**src/rtl/mm_pkg.sv**
```systemverilog
// Shared types and sizing for the matrixMultiplier operand feeder.
// Optional job counter in the top is enabled with MMF_STATS_EN.
package mm_pkg;

    localparam int DATA_W_DEF = 8;
    localparam int N_DEF      = 2;

    typedef enum logic [1:0] {
        FILL,
        START,
        STREAM,
        WAIT_DONE
    } mmf_state_t;

    // One job is matrix A followed by matrix B, each n x n.
    function automatic int mmf_elems(input int n);
        return 2 * n * n;
    endfunction

    localparam int ELEMS_DEF = mmf_elems(N_DEF);

endpackage

```
**src/rtl/mmf_buffer.sv**
```systemverilog
// Operand store for one job: single write port from the host side and a
// registered read port that presents data_in one cycle after the address.
module mmf_buffer
    import mm_pkg::*;
#(
    parameter int DATA_W = DATA_W_DEF,
    parameter int ELEMS  = ELEMS_DEF,
    parameter int AW     = 3
) (
    input  logic              clk,
    input  logic              rst,
    input  logic              we,
    input  logic [AW-1:0]     wr_addr,
    input  logic [DATA_W-1:0] wr_data,
    input  logic              rd_en,
    input  logic [AW-1:0]     rd_addr,
    output logic [DATA_W-1:0] rd_data
);

    logic [DATA_W-1:0] mem_q [ELEMS];
    logic [DATA_W-1:0] rd_data_q, rd_data_d;

    // NOTE: the storage array has no reset; every entry is written before it
    // is read, so clearing it would only cost a reset fan-out per bit.
    always_ff @(posedge clk) begin
        if (we) begin
            mem_q[wr_addr] <= wr_data;
        end
    end

    // Outside a stream the read register is forced to zero so data_in idles low.
    always_comb begin
        rd_data_d = rd_en ? mem_q[rd_addr] : '0;
    end

    always_ff @(posedge clk or negedge rst) begin
        if (!rst) begin
            rd_data_q <= '0;
        end else begin
            rd_data_q <= rd_data_d;
        end
    end

    assign rd_data = rd_data_q;

endmodule

```
**src/rtl/mm_operand_feeder.sv**
```systemverilog
// Buffers one A+B operand job from a valid/ready host stream, pulses st, then
// streams it to matrixMultiplier. Define MMF_STATS_EN to add the jobs_done port.
module mm_operand_feeder
    import mm_pkg::*;
#(
    parameter int DATA_W = DATA_W_DEF,
    parameter int N      = N_DEF
) (
    input  logic              clk,
    input  logic              rst,
    input  logic              in_valid,
    output logic              in_ready,
    input  logic [DATA_W-1:0] in_data,
    input  logic              mm_done,
    output logic              st,
    output logic [DATA_W-1:0] data_in,
    output logic              data_vld,
    output logic              busy
`ifdef MMF_STATS_EN
    ,
    output logic [15:0]       jobs_done
`endif
);

    localparam int ELEMS = mmf_elems(N);
    localparam int AW    = (ELEMS > 1) ? $clog2(ELEMS) : 1;
    localparam logic [AW-1:0] LAST = AW'(ELEMS - 1);

    mmf_state_t    state_q, state_d;
    logic [AW-1:0] count_q, count_d;
    logic [AW-1:0] idx_q, idx_d;
    logic          in_ready_q, in_ready_d;
    logic          st_q, st_d;
    logic          data_vld_q, data_vld_d;
    logic          busy_q, busy_d;
    logic          wr_en;
    logic          rd_en;
    logic [AW-1:0] rd_addr;

    // NOTE: every signal gets its default before the case statement, so no
    // path through this block can leave a value unassigned and infer a latch.
    always_comb begin
        state_d    = state_q;
        count_d    = count_q;
        idx_d      = idx_q;
        st_d       = 1'b0;
        data_vld_d = 1'b0;
        wr_en      = 1'b0;
        rd_en      = 1'b0;
        rd_addr    = idx_q + 1'b1;

        unique case (state_q)
            FILL: begin
                if (in_valid && in_ready_q) begin
                    wr_en = 1'b1;
                    if (count_q == LAST) begin
                        count_d = '0;
                        state_d = START;
                        st_d    = 1'b1;
                    end else begin
                        count_d = count_q + 1'b1;
                    end
                end
            end
            START: begin
                // Address leads the stream by one cycle through the read register.
                state_d    = STREAM;
                idx_d      = '0;
                rd_en      = 1'b1;
                rd_addr    = '0;
                data_vld_d = 1'b1;
            end
            STREAM: begin
                if (idx_q == LAST) begin
                    state_d = WAIT_DONE;
                end else begin
                    idx_d      = idx_q + 1'b1;
                    rd_en      = 1'b1;
                    data_vld_d = 1'b1;
                end
            end
            WAIT_DONE: begin
                if (mm_done) begin
                    state_d = FILL;
                    count_d = '0;
                end
            end
            default: state_d = FILL;
        endcase

        in_ready_d = (state_d == FILL);
        busy_d     = (state_d != FILL);
    end

    // NOTE: sequential state uses non-blocking assignments so all flops
    // sample their _d inputs from the same pre-edge values.
    always_ff @(posedge clk or negedge rst) begin
        if (!rst) begin
            state_q    <= FILL;
            count_q    <= '0;
            idx_q      <= '0;
            in_ready_q <= 1'b0;
            st_q       <= 1'b0;
            data_vld_q <= 1'b0;
            busy_q     <= 1'b0;
        end else begin
            state_q    <= state_d;
            count_q    <= count_d;
            idx_q      <= idx_d;
            in_ready_q <= in_ready_d;
            st_q       <= st_d;
            data_vld_q <= data_vld_d;
            busy_q     <= busy_d;
        end
    end

    mmf_buffer #(
        .DATA_W (DATA_W),
        .ELEMS  (ELEMS),
        .AW     (AW)
    ) u_buffer (
        .clk     (clk),
        .rst     (rst),
        .we      (wr_en),
        .wr_addr (count_q),
        .wr_data (in_data),
        .rd_en   (rd_en),
        .rd_addr (rd_addr),
        .rd_data (data_in)
    );

    assign in_ready = in_ready_q;
    assign st       = st_q;
    assign data_vld = data_vld_q;
    assign busy     = busy_q;

`ifdef MMF_STATS_EN
    logic [15:0] jobs_q, jobs_d;

    always_comb begin
        jobs_d = jobs_q;
        if (state_q == WAIT_DONE && mm_done) begin
            jobs_d = jobs_q + 16'd1;
        end
    end

    always_ff @(posedge clk or negedge rst) begin
        if (!rst) begin
            jobs_q <= '0;
        end else begin
            jobs_q <= jobs_d;
        end
    end

    assign jobs_done = jobs_q;
`endif

endmodule

```
**config.mk**
```make
export PLATFORM = sky130hd
export DESIGN_NAME = mm_operand_feeder
export DESIGN_NICKNAME = d
export VERILOG_FILES = /design/src/rtl/mm_pkg.sv /design/src/rtl/mmf_buffer.sv /design/src/rtl/mm_operand_feeder.sv
export SDC_FILE = /design/constraint.sdc
export NUM_CORES = 1
export LEC_CHECK = 0
export CORE_MARGIN = 3
export CORE_UTILIZATION = 50
export DETAILED_ROUTE_END_ITERATION = 12
export DONT_BUFFER_PORTS = 1
export SYNTH_ARGS = -nofsm -noshare
export SYNTH_HDL_FRONTEND = slang
export SYNTH_HIERARCHICAL = 1
export SYNTH_SLANG_ARGS = --single-unit
```
**constraint.sdc**
```tcl
create_clock -name clk -period 2.91 [get_ports clk]
set_input_delay 0.582 -clock clk [delete_from_list [all_inputs] [get_ports clk]]
set_output_delay 0.582 -clock clk [all_outputs]
set_load 0.02 [all_outputs]
```
Yosys cells after proc, flatten, opt, wreduce, memory -nomap -nowiden:

Memories as Yosys holds them, arrays and structs flattened.
Index checks and enable logic that the tools add are counted.

* $add $sub $neg: 2
* eq/ne operators: 8
* muxes and demuxes: 22
* reductions and logical operators: 8

Operators by type and width (count)
* 3-bit 2-to-1 mux: 5
* 3-bit case mux with 2 select lines: 2
* 1-bit 2-to-1 mux: 8
* 2-bit 2-to-1 mux: 4
* 8-bit 2-to-1 mux: 1
* 2-bit case mux with 4 select lines: 1
* 3-bit by 1-bit adder with 3-bit output, second input constant: 2
* 3-bit == test, second input constant: 2
* 2-bit != test, second input constant: 3
* 2-bit nonzero test: 3
* 2-bit == test, second input constant: 2
* 2-bit zero test: 2
* 3-bit AND reduction: 1
* 2-bit by 1-bit == test with 1-bit output, second input constant: 1
* 1-bit case mux with 2 select lines: 1
* 2-bit AND reduction: 1
* 1-bit logical AND: 1

* register bits after elaboration: 20
* RAM bits: 64
* input port bits: 12
* output and inout bits: 12
* word-level logic and storage cells: 49
* memories kept: 1

Memory list
* u_buffer.mem_q: depth 8, bits a word 8, rd ports 1, clocked after memory_dff 0, wr ports 1, RTL line mmf_buffer.sv:20 `logic [DATA_W-1:0] mem_q [ELEMS];`

Logic depth before layout (Yosys ltp):

* depth in word-level cells: 5
* depth in mapped cells: 8
* mapped depth without buffers: 6

By module:

Netlist, hierarchy kept.

By module, submodules not included
* mmf_buffer: instances 1, cells each 123, area each 2733.9 µm², seq. area each 2122.0 µm²
* mm_operand_feeder: instances 1, cells each 60, area each 656.9 µm², seq. area each 300.3 µm²

Worst setup path before layout:

No wires, ideal clock.

* path kind: register to register
* start: register state_q[0]
* end: memory u_buffer/mem_q[0][0] (netlist name) (enable)
* setup time: 383 ps
* arrival time: 1671 ps
* data required time: 2527 ps
* slack: 856 ps
* stages on the path, launching flop included: 6
* clock period less this slack: 2054 ps
* cells stage by stage: dfrtp_1 -> inv_1 -> ha_1 -> and3_2 -> nand2b_1 -> nor3_1

* word-level cells in the longest chain between the ends: 4

Ends and longest elaborated chain
* start, declared: RTL line mm_operand_feeder.sv:29 `mmf_state_t state_q, state_d;`
* start signal, assigned: RTL line mm_operand_feeder.sv:107 `state_q <= state_d;`
* 2-bit zero test: RTL line mm_operand_feeder.sv:52 `unique case (state_q)`
* 1-bit 2-to-1 mux: RTL line mm_operand_feeder.sv:52
* named net wr_en: RTL line mm_operand_feeder.sv:36 `logic wr_en;`
* 1-bit 2-to-1 mux: RTL line mmf_buffer.sv:26 `if (we) begin`
* 1-bit 2-to-1 mux (implied by the code): RTL line mmf_buffer.sv:27 `mem_q[wr_addr] <= wr_data;`
* end, declared: RTL line mmf_buffer.sv:20

The timed path passes the listed nets, and every way through them passes these cells.

Final worst setup path:

* start: register idx_q[0]
* end: register u_buffer.rd_data_q[5], in the netlist u_buffer/rd_data[5]

* word-level cells in the longest chain between the ends: 4

Ends and longest elaborated chain
* start, declared: RTL line mm_operand_feeder.sv:31 `logic [AW-1:0] idx_q, idx_d;`
* start signal, assigned: RTL line mm_operand_feeder.sv:109 `idx_q <= idx_d;`
* 3-bit by 1-bit adder with 3-bit output: RTL line mm_operand_feeder.sv:50 `rd_addr = idx_q + 1'b1;`
* 3-bit 2-to-1 mux: RTL line mm_operand_feeder.sv:52
* named net rd_addr[2]: RTL line mm_operand_feeder.sv:38 `logic [AW-1:0] rd_addr;`
* memory 8 x 8 bit
* 8-bit 2-to-1 mux: RTL line mmf_buffer.sv:33 `rd_data_d = rd_en ? mem_q[rd_addr] : '0;`
* named net u_buffer.rd_data_d[5]: RTL line mmf_buffer.sv:21 `logic [DATA_W-1:0] rd_data_q, rd_data_d;`
* end signal, assigned: RTL line mmf_buffer.sv:40 `rd_data_q <= rd_data_d;`
* end, declared: RTL line mmf_buffer.sv:21

The timed path passes the listed nets, and every way through them passes these cells.
A chain may end at the register's enable or synchronous reset.

==> impl_summary.log <==
[metrics] status: finished, final reports clean
[metrics] routed length on met1: 2490 µm
[metrics] Placement Cell Area: 3523 µm²
[metrics] Pleak: 1.398 nW
[metrics] WL met3: 351 µm
[metrics] Worst Setup Path Type: reg -> reg
[metrics] final critical path time including I/O delays and setup: 2.174 ns
[metrics] highest attainable clock frequency: 459.9 MHz
[metrics] kind of capture point of the worst setup path: flop
[metrics] post-synthesis cell count: 183
[metrics] arrival time of data at the critical path endpoint: 2.39 ns
[metrics] unrepaired setup endpoints after global routing: no
[metrics] Nets: 221
[metrics] number of vias in the routed layout: 1595
[metrics] slew of the pin with the lowest slew margin: 0.9998 ns
[metrics] area share of the leading cell type in the synthesized netlist: 56.68%
[metrics] H-Tree Depth: 3
[metrics] number of top-level pins: 24
[metrics] Hold Violations, Final: 0
[metrics] Clock Root Buffer: sky130_fd_sc_hd__clkbuf_8
[metrics] postcts setup bufs: 0
[metrics] area of the die: 7806 µm²
[metrics] worst clock skew: 0.004653 ns
[metrics] TritonCTS Buffers: 9
[metrics] number of buffers on the longest clock path: 2
[metrics] post-detailed-route via-to-cell ratio: 5.636
[metrics] post-synthesis cell area: 3391 µm²
[metrics] placeable core area: 6459 µm²
[metrics] global route overflow: 0
[metrics] Port Buf Inserts: 0
[metrics] clock-pin slew of the registers on the worst-case setup and hold paths: 0.08 ns
[metrics] flop-to-flop setup slack: 0.74 ns
[metrics] Unique masters post-synth: 29
[metrics] effective utilization at floorplan: 52.50%
[metrics] initial detailed-routing violation count: 91
[metrics] final weighted congestion in routability-driven placement: 0.7421
[metrics] share of the clock period used by the worst path: 74.72%
[metrics] Hold Path Class: in -> reg
[metrics] Slew Limit Headroom: 33.12%
[metrics] routed length on met2: 2907 µm
[metrics] total of cells resized after clock tree synthesis: 0
[metrics] total iterations of the first detailed-routing run: 4
[metrics] Post-Route WL: 5823 µm
[metrics] DIE HEIGHT: 88.35 µm
[metrics] clock tree from TritonCTS: done
[metrics] routed wirelength normalized by instance count: 20.58 µm
[metrics] nets in the synthesized netlist: 203
[metrics] number of inserted filler cells in the final layout: 494
[metrics] Worst setup SP type: flop
[metrics] sequential share of the synthesized area: 71.44%
[metrics] worst-case hold path end point: u_buffer/mem_q[6][3]
[metrics] worst-path maximum fanout: 14
[metrics] Setup violations, final: 0
[metrics] final antenna-violating net count: 0
[metrics] gr usage total: 17.01%
[metrics] end of the worst register-to-register path: u_buffer/rd_data[5]
[metrics] total of max-cap violations: 0
[metrics] Horiz. Die Dim: 88.35 µm
[metrics] reg2reg start: idx_q[0]
[metrics] # diodes: 0
[metrics] insertion delay of the later-clocked pin in the worst-skew pair: 0.34 ns
[metrics] final routed DRC violation total: 0
[metrics] Synth Area per Inst: 18.53 µm²
[metrics] leading cell types by total area after synthesis: sky130_fd_sc_hd__edfxtp_1 57%, sky130_fd_sc_hd__dfrtp_1 15%, sky130_fd_sc_hd__mux4_1 6.2%
[metrics] cell taking the most area after synthesis: sky130_fd_sc_hd__edfxtp_1
[metrics] number of clock sinks: 84
[metrics] flop and latch count out of synthesis: 84
[metrics] filler-free cell count of the finished design: 283
[metrics] worst hold path startpoint: in_data[3]
[metrics] fin. max-slew vios: 0
[metrics] initial antenna violation count: 0
[metrics] combined area of the multi-input logic cells: 899.6 µm²
[metrics] vias in the first global route: 1700
[metrics] register area: 2422 µm²
[metrics] WP data required: 3.13 ns
[metrics] Worst Hold Depth: 0
[metrics] setup_tns: 0 ns
[metrics] num rows: 29
[metrics] depth of the worst register-to-register path: 7
[metrics] area grow syn2layout: 10.52%
[metrics] Warnings, synthesis: 6
[metrics] placed instance count: 266
[metrics] share of layout cells above drive strength 1: 19.42%
[metrics] HPWL reported at the end of detailed placement: 3765 µm
[metrics] uppermost metal layer occupied by signal nets: met4
[metrics] P per Cell Area: 1020 nW/µm²
[metrics] maximum number of pins on one net before global-route repair: 21
[metrics] worst IR drop on VDD: 0.3586 mV
[metrics] cell area after layout: 3747 µm²
[metrics] wire length of the first global-routing pass: 9170 µm
[cell usage in the layout (no fill, tap or decap)]
cell                             n
sky130_fd_sc_hd__dlygate4sd3_1   1
sky130_fd_sc_hd__nand2b_1        4
sky130_fd_sc_hd__inv_6           1
sky130_fd_sc_hd__ha_1            8
sky130_fd_sc_hd__o21a_1          1
sky130_fd_sc_hd__xnor2_1         1
sky130_fd_sc_hd__bufinv_16       2
sky130_fd_sc_hd__nor2b_2         2
sky130_fd_sc_hd__a22o_1          2
sky130_fd_sc_hd__mux4_1          8
sky130_fd_sc_hd__clkinv_1        2
sky130_fd_sc_hd__a211oi_4        1
sky130_fd_sc_hd__clkinv_2        1
sky130_fd_sc_hd__nor2_1         18
sky130_fd_sc_hd__nand2_1         5
sky130_fd_sc_hd__clkinv_4        1
sky130_fd_sc_hd__edfxtp_1       64
sky130_fd_sc_hd__mux2_2          2
sky130_fd_sc_hd__o21ai_0         7
sky130_fd_sc_hd__dfrtp_1        20
sky130_fd_sc_hd__buf_4          11
sky130_fd_sc_hd__nor2b_1         3
sky130_fd_sc_hd__mux2_4          1
sky130_fd_sc_hd__or2_1           1
sky130_fd_sc_hd__mux4_2          8
sky130_fd_sc_hd__and2_1          1
sky130_fd_sc_hd__nor3_1          3
sky130_fd_sc_hd__clkbuf_8        9
sky130_fd_sc_hd__nand3_1         1
sky130_fd_sc_hd__inv_1           6
sky130_fd_sc_hd__nand3b_1        2
sky130_fd_sc_hd__mux2i_1         8
sky130_fd_sc_hd__and3_2          1
[timing repair]
action,CTS,global route
hold endpoints to repair,20,0
hold buffers,1,0
setup endpoints to repair,0,0
[worst max-delay path, cell delays in order (launching register included)]
cell and delay (ns):
sky130_fd_sc_hd__dfrtp_1 0.43, sky130_fd_sc_hd__ha_1 0.22, sky130_fd_sc_hd__ha_1 0.29, sky130_fd_sc_hd__nor2b_1 0.27, sky130_fd_sc_hd__buf_4 0.30, sky130_fd_sc_hd__mux4_2 0.34, sky130_fd_sc_hd__mux2i_1 0.15, sky130_fd_sc_hd__nor2_1 0.05
[final cells by class]
class,count,share of cell area (%)
Tap cell,77,2.571
Multi-Input combinational cell,88,24.01
Clock inverter,7,2.404
Timing Repair Buffer,12,2.471
Clock buffer,9,3.306
Inverter,6,0.6010
Sequential cell,84,64.64
[synthesized netlist by cell type, drive strengths merged]
library cell and count:
a22o 2, mux2 3, nand3 1, buf 5, nand2 5, edfxtp 64, a211oi 1, ha 8
or2 1, and2 1, o21a 1, inv 6, nor2 18, and3 1, mux4 16, dfrtp 20
nor3 3, nand2b 4, nor2b 5, xnor2 1, nand3b 2, o21ai 7, mux2i 8
[power by group]
part | switching, mW | internal, mW | total (mW) | leakage [nW]
Sequential | 0.161 | 1.48 | 1.64 | 0.841
Combinational | 0.626 | 0.680 | 1.31 | 0.448
Clock | 0.392 | 0.480 | 0.873 | 0.109
Total | 1.18 | 2.64 | 3.82 | 1.40
[routing by layer]
metal,vias up,GRT usage [%]
met5,-,0
met4,0,6.868
met3,10,5.587
met2,41,27.06
met1,803,21.77
li1,741,-
[sequential cells by signal, summed over array words and instances, names as in the netlist, 2 cells and up]
name and count:
state_q 2, count_q 3, idx_q 3, u_buffer/rd_data 8, u_buffer/mem_q 64
[cells by family (layout without fill, tap and decap cells)]
| group | Yosys count | in the layout | share of synthesized area, % |
|---|---|---|---|
| multiplexers | 27 | 27 | 14.98 |
| flip-flops | 84 | 84 | 71.44 |
| adder cells (fa/ha/maj) | 8 | 8 | 2.952 |
| AND/OR/NAND/NOR | 41 | 41 | 5.904 |
| AO/OA/AOI/OAI | 11 | 11 | 2.362 |
| buffers and inverters | 11 | 34 | 2.103 |
| XOR/XNOR | 1 | 1 | 0.2583 |
[through the flow]
stage / setup slack (ns) / hold slack, ns / power, mW / utilization, %
CTS: 0.7388 / 0.3067 / 3.878 / 58.02
global placement: 0.8138 / 0.2870 / 2.933 / 54.55
detailed placement: 0.7533 / 0.2870 / 2.986 / 54.55
floorplan: 0.8559 / 0.2864 / 2.774 / -
global route: 0.6050 / 0.2927 / 4.060 / 58.02
finish: 0.7355 / 0.3282 / 3.821 / 58.02
[worst max path at each step]
stage	from	end	slack, ns	depth (start not counted)
global route	idx_q[0]	u_buffer/rd_data[5]	0.60	7
floorplan	state_q[0]	u_buffer/mem_q[0][0]	0.86	5
CTS	idx_q[0]	u_buffer/rd_data[5]	0.74	7
global placement	idx_q[0]	u_buffer/rd_data[7]	0.81	7
finish	idx_q[0]	u_buffer/rd_data[5]	0.74	7
detailed placement	idx_q[0]	u_buffer/rd_data[5]	0.75	7
(Power assumes the default switching activity.)
